<file path="src/rtl/home_sensor_conditioner_pkg.sv">
// Shared types and defaults for the home sensor conditioner.
package home_pkg;
  localparam int TEMP_W_C     = 7;
  localparam int TEMP_RESET_C = 25;

  typedef enum logic [1:0] {
    SENS_FD = 2'd0,
    SENS_RD = 2'd1,
    SENS_W  = 2'd2,
    SENS_FA = 2'd3
  } sens_idx_e;

  typedef enum logic {
    DB_STABLE = 1'b0,
    DB_COUNT  = 1'b1
  } deb_state_e;
endpackage

</file>
<file path="src/rtl/home_sensor_conditioner_debounce.sv">
// One binary sensor: 2-flop synchroniser followed by a counting debounce FSM.
module sensor_debounce
  import home_pkg::*;
#(
  parameter int DEB_CYCLES = 16
) (
  input  logic clk,
  input  logic rst,
  input  logic raw,
  output logic deb
);
  localparam int CW = $clog2(DEB_CYCLES);

  logic          r_s1, r_s2, r_out;
  logic [CW-1:0] r_cnt;
  deb_state_e    r_state;

  deb_state_e    w_nstate;
  logic [CW-1:0] w_ncnt;
  logic          w_nout;

  always_ff @(posedge clk) begin
    if (rst) begin
      r_s1    <= 1'b0;
      r_s2    <= 1'b0;
      r_out   <= 1'b0;
      r_cnt   <= '0;
      r_state <= DB_STABLE;
    end else begin
      r_s1    <= raw;
      r_s2    <= r_s1;
      r_out   <= w_nout;
      r_cnt   <= w_ncnt;
      r_state <= w_nstate;
    end
  end

  // Counter tops out at DEB_CYCLES-1, where the output flips and it returns to 0.
  always_comb begin
    w_nstate = r_state;
    w_ncnt   = r_cnt;
    w_nout   = r_out;
    case (r_state)
      DB_STABLE: begin
        if (r_s2 != r_out) begin
          w_ncnt   = CW'(1);
          w_nstate = DB_COUNT;
        end else begin
          w_ncnt   = '0;
        end
      end
      DB_COUNT: begin
        if (r_s2 == r_out) begin
          w_ncnt   = '0;
          w_nstate = DB_STABLE;
        end else if (r_cnt == CW'(DEB_CYCLES - 1)) begin
          w_nout   = r_s2;
          w_ncnt   = '0;
          w_nstate = DB_STABLE;
        end else begin
          w_ncnt   = r_cnt + 1'b1;
        end
      end
      default: begin
        w_ncnt   = '0;
        w_nstate = DB_STABLE;
      end
    endcase
  end

  assign deb = r_out;
endmodule

</file>
<file path="src/rtl/home_sensor_conditioner.sv">
// Sensor front end: four debounced binary sensors plus moving-average temperature.
// Optional FIRE_LATCH_EN makes sfa sticky until cleared with fire_clr.
module home_sensor_conditioner
  import home_pkg::*;
#(
  parameter int DEB_CYCLES = 16,
  parameter int AVG_LOG2   = 2,
  parameter int TEMP_W     = TEMP_W_C,
  parameter int TEMP_RESET = TEMP_RESET_C
) (
  input  logic              clk,
  input  logic              rst,
  input  logic              sfd_raw,
  input  logic              srd_raw,
  input  logic              sw_raw,
  input  logic              sfa_raw,
  input  logic [TEMP_W-1:0] temp_in,
  input  logic              temp_vld,
`ifdef FIRE_LATCH_EN
  input  logic              fire_clr,
`endif
  output logic              sfd,
  output logic              srd,
  output logic              sw,
  output logic              sfa,
  output logic [TEMP_W-1:0] st,
  output logic              st_upd
);
  localparam int DEPTH = 1 << AVG_LOG2;
  localparam int SUM_W = TEMP_W + AVG_LOG2;

  logic [3:0] w_raw, w_deb;

  assign w_raw[SENS_FD] = sfd_raw;
  assign w_raw[SENS_RD] = srd_raw;
  assign w_raw[SENS_W]  = sw_raw;
  assign w_raw[SENS_FA] = sfa_raw;

  for (genvar g = 0; g < 4; g++) begin : g_deb
    sensor_debounce #(.DEB_CYCLES(DEB_CYCLES)) u_deb (
      .clk (clk),
      .rst (rst),
      .raw (w_raw[g]),
      .deb (w_deb[g])
    );
  end

  assign sfd = w_deb[SENS_FD];
  assign srd = w_deb[SENS_RD];
  assign sw  = w_deb[SENS_W];

`ifdef FIRE_LATCH_EN
  logic r_fire_lat;

  // Clearing is only honoured once the debounced fire level has dropped.
  always_ff @(posedge clk) begin
    if (rst)                  r_fire_lat <= 1'b0;
    else if (w_deb[SENS_FA])  r_fire_lat <= 1'b1;
    else if (fire_clr)        r_fire_lat <= 1'b0;
  end

  assign sfa = r_fire_lat | w_deb[SENS_FA];
`else
  assign sfa = w_deb[SENS_FA];
`endif

  logic [TEMP_W-1:0]   r_buf [DEPTH];
  logic [AVG_LOG2-1:0] r_wr_ptr;
  logic [SUM_W-1:0]    r_sum;
  logic                r_pend, r_st_upd;
  logic [TEMP_W-1:0]   r_st;
  logic [TEMP_W-1:0]   w_avg;

  assign w_avg = TEMP_W'(r_sum >> AVG_LOG2);

  // Running sum replaces the oldest entry; st follows one edge after the sample.
  always_ff @(posedge clk) begin
    if (rst) begin
      for (int i = 0; i < DEPTH; i++) r_buf[i] <= TEMP_W'(TEMP_RESET);
      r_sum    <= SUM_W'(TEMP_RESET * DEPTH);
      r_wr_ptr <= '0;
      r_pend   <= 1'b0;
      r_st_upd <= 1'b0;
      r_st     <= TEMP_W'(TEMP_RESET);
    end else begin
      r_pend   <= temp_vld;
      r_st_upd <= r_pend;
      if (r_pend) r_st <= w_avg;
      if (temp_vld) begin
        r_buf[r_wr_ptr] <= temp_in;
        r_sum           <= r_sum + SUM_W'(temp_in) - SUM_W'(r_buf[r_wr_ptr]);
        r_wr_ptr        <= r_wr_ptr + 1'b1;
      end
    end
  end

  assign st     = r_st;
  assign st_upd = r_st_upd;
endmodule
</file>
<file path="config.mk">
export PLATFORM = sky130hd
export DESIGN_NAME = home_sensor_conditioner
export DESIGN_NICKNAME = d
export VERILOG_FILES = /design/src/rtl/home_sensor_conditioner_pkg.sv /design/src/rtl/home_sensor_conditioner_debounce.sv /design/src/rtl/home_sensor_conditioner.sv
export SDC_FILE = /design/constraint.sdc
export NUM_CORES = 1
export LEC_CHECK = 0
export ABC_AREA = 0
export CORE_ASPECT_RATIO = 1.4
export CORE_UTILIZATION = 50
export CTS_CLUSTER_SIZE = 8
export DETAILED_ROUTE_END_ITERATION = 8
export PLACE_DENSITY = 0.68
export SETUP_SLACK_MARGIN = 0.5
export SYNTH_ARGS = -nofsm -noshare
export SYNTH_HDL_FRONTEND = slang
export SYNTH_SLANG_ARGS = --single-unit
</file>
<file path="constraint.sdc">
create_clock -name clk -period 3.1 [get_ports clk]
set_input_delay 0.775 -clock clk [delete_from_list [all_inputs] [get_ports clk]]
set_output_delay 0.775 -clock clk [all_outputs]
set_load 0.05 [all_outputs]
</file>
==> impl_metrics.sql <==
INSERT INTO impl_metrics (metric_group, metric, value, unit) VALUES
('detailed_routing', 'drt-vias-per-instance', '5.19', ''),
('synth', 'synth.avg_cell_area', '10.8', 'um2'),
('detailed_routing', 'wl_per_cell', '14.0', 'um'),
('floorplanning', 'num_rows', '36', ''),
('sta', 'timing_max_transition_violations_final', '0', ''),
('job', 'maxCapViolations', '0', ''),
('detailed_routing', 'drt_wl_total', '6910', 'um'),
('detailed_routing', 'route.vias.total', '2562', ''),
('sta', 'timing.fmax', '339', 'MHz'),
('floorplanning', 'initial_core_util', '0.528', ''),
('synth', 'synth-seq-area-share', '0.515', ''),
('sta', 'rsz_0062_raised_after_global_routing', 'true', ''),
('setup_path', 'timing.critical_path.slowest_cell_delay', '530', 'ps'),
('layout', 'diodes', '0', ''),
('synth', 'synth_cell_type_count', '46', ''),
('setup_path', 'timing.critical_path.fanout_max', '4', ''),
('pwr', 'powerDensity', '673', 'mW/mm2'),
('outcome', 'status', 'finished clean', ''),
('layout', 'fin_area', '0.00454', 'mm2'),
('floorplanning', 'ios', '26', ''),
('place', 'hpwlAfterDp', '5000', 'um'),
('setup_path', 'timing.critical_path.mode_cell', 'inv_1', ''),
('synth', 'syn-cell-area', '0.00373', 'mm2'),
('layout', 'fill_cells', '586', ''),
('sta', 'clock_period_minus_worst_slack', '2950', 'ps'),
('sta', 'slew_headroom', '0.660', ''),
('synth', 'ys_top_cells_by_count', '54 x dfxtp_1, 36 x nor2_1, 34 x inv_1, 28 x edfxtp_1, 26 x nand2_1', ''),
('grt', 'gr-usage-met3', '0.0494', ''),
('place', 'place_congestion', '0.787', ''),
('cts', 'cts.root.buffer_cell', 'clkbuf_8', ''),
('setup_path', 'setup.worst_path.class', 'input port to flop', ''),
('floorplanning', 'chipHeight', '104', 'um'),
('sta', 'worst_hold_slack', '442', 'ps'),
('grt', 'first_pass_grt_wire_length', '10900', 'um'),
('grt', 'grt_most_used_layer', 'met2', ''),
('floorplanning', 'core_area', '0.00707', 'mm2'),
('setup_path', 'timing.critical_path.slowest_stage_cell', 'fa_1', ''),
('grt', 'grt.overflow.total', '0', ''),
('synth', 'synth_area_leaders', 'dfxtp_1 29%, edfxtp_1 23%, ha_1 4.4%, mux4_2 4.2%, fa_1 3.8%', ''),
('setup_path', 'setup.worst_path.start', 'temp_in[3]', ''),
('sta', 'hold_violations', '0', ''),
('setup_path', 'cp_cell_sequence', 'clkdlybuf4s50_1 -> inv_1 -> fa_1 -> inv_1 -> ha_1 -> o21a_1 -> o31a_1 -> a311oi_2 -> o31a_2 -> nor3_2', ''),
('setup_path', 'start_kind', 'input port', ''),
('cts', 'numCtsBuffers', '9', ''),
('grt', 'grt_util_met2', '0.326', ''),
('sta', 'tightest_slew', '509', 'ps'),
('floorplanning', 'die_w', '75.0', 'um'),
('synth', 'dominantRegCellSynth', 'dfxtp_1', ''),
('synth', 'synthCells', '347', ''),
('detailed_routing', 'dr.first_iter.drc_count', '114', ''),
('cts', 'tritoncts_num_sinks', '82', ''),
('detailed_routing', 'drtAntennaViolNets', '0', ''),
('synth', 'async_flop_share', '0', ''),
('cts', 'tritoncts', 'done', ''),
('hold_path', 'holdCritPathClass', 'flop to flop', ''),
('synth', 'post-synth-top-count-cell', 'dfxtp_1', ''),
('floorplanning', 'die_area', '0.00782', 'mm2'),
('pwr', 'power.ir.vdd_worst', '0.339', 'mV'),
('synth', 'mappedNetlistNets', '381', ''),
('cts', 'h-tree-depth', '3', ''),
('detailed_routing', 'drc', '0', ''),
('grt', 'antenna_found_initial', '0', ''),
('cts', 'worst_skew_pair.late_latency', '340', 'ps'),
('cts', 'cts_buffer_depth', '2', ''),
('synth', 'synth_warn', '0', ''),
('synth', 'synth_top_area_cell', 'dfxtp_1', ''),
('sta', 'post-route-period-util', '0.951', ''),
('synth', 'postSynthRegisterBits', '82', ''),
('place', 'port_buffers', '25', ''),
('layout', 'design.final.nets', '429', ''),
('cts', 'worst_setup_hold_path_clk_slew', '80', 'ps');
-- critical path, delay by kind of cell --
kind | cells | cell delay, ps
AOI/OAI and AO/OA | 4 | 930
adders and majority gates | 2 | 870
buffers and inverters | 3 | 570
and+or+nand+nor | 1 | 40
-- placed cells by master, fill, tap and decap left out, drive strengths merged, types with 9 or more instances in the layout --
cell and n:
nand2 26, a21oi 13, o21ai 9, clkdlybuf4s50 23, inv 34, edfxtp 28
dfxtp 54, ha 13, buf 25, and2 12, xnor2 13, mux2i 14
nor2b 11, clkbuf 12, nor2 36
-- report_power, final --
group | internal, W | switching, W
Clock | 0.000341 | 0.000349
Combinational | 0.000560 | 0.000544
Sequential | 0.00119 | 0.0000630
Total | 0.00210 | 0.000956
-- flip-flops by register name, indices dropped and copies added (netlist names), named ones only --
name,cells
g_deb.u_deb.deb,4
g_deb.u_deb.r_cnt,16
g_deb.u_deb.r_s1,4
g_deb.u_deb.r_s2,4
g_deb.u_deb.r_state,4
r_buf,28
r_pend,1
r_sum,9
r_wr_ptr,2
st,7
st_upd,1
-- timing repair --
item	4_1_cts	5_1_grt
hold endpoints to repair	0	0
cloned	0	0
resized for setup	14	6
setup buffers	3	1
endpoints found under the setup margin	5	5
pin swaps	11	8
-- layout make-up --
cell class | instances | area (um2) | share of cell area
flip-flops and latches | 82 | 1920 | 0.424
well taps | 95 | 119 | 0.0262
clock buffers | 12 | 160 | 0.0353
inverters | 34 | 128 | 0.0281
repair buffers | 50 | 448 | 0.0987
multi-input cells | 218 | 1740 | 0.384
clock inverters | 3 | 15.0 | 0.00331
-- layer usage --
metal / wire length [um] / part of all wire
met1: 2840 / 0.41
met2: 3680 / 0.53
met3: 232 / 0.034
met4: 150 / 0.022
met5: 0 / 0
-- through the flow --
stage	total power (W)	utilization	setup TNS [ps]	setup WS, ps	cells
after CTS	0.00299	0.636	0	153	493
after floorplan	0.00197	-	0	289	347
after detailed placement	0.00224	0.601	-910	-267	475
final	0.00305	0.642	0	152	494
after global routing	0.00324	0.642	0	93.8	494
after global placement	0.00222	0.601	-710	-218	475
-- kinds of logic (layout without fill, tap and decap cells) --
| logic type | Yosys count | after routing | share of synthesized area |
|---|---|---|---|
| adder cells (fa/ha/maj) | 20 | 20 | 0.0811 |
| XOR/XNOR | 14 | 14 | 0.0328 |
| AO/OA/AOI/OAI | 43 | 43 | 0.0761 |
| AND/OR/NAND/NOR | 120 | 120 | 0.167 |
| flip-flops | 82 | 82 | 0.515 |
| multiplexers | 21 | 21 | 0.0797 |
| buffers and inverters | 47 | 99 | 0.0489 |
-- path summary, 6_finish.rpt --
path,end,slack (ps),cells past startpoint
worst min-delay path,g_deb[3].u_deb.r_s2,440,1
worst min register to register,g_deb[3].u_deb.r_s2,440,1
worst max register to register,r_sum[8],160,10
worst max-delay path,r_sum[8],150,10
Note: power is estimated with default switching activity, not from simulation.
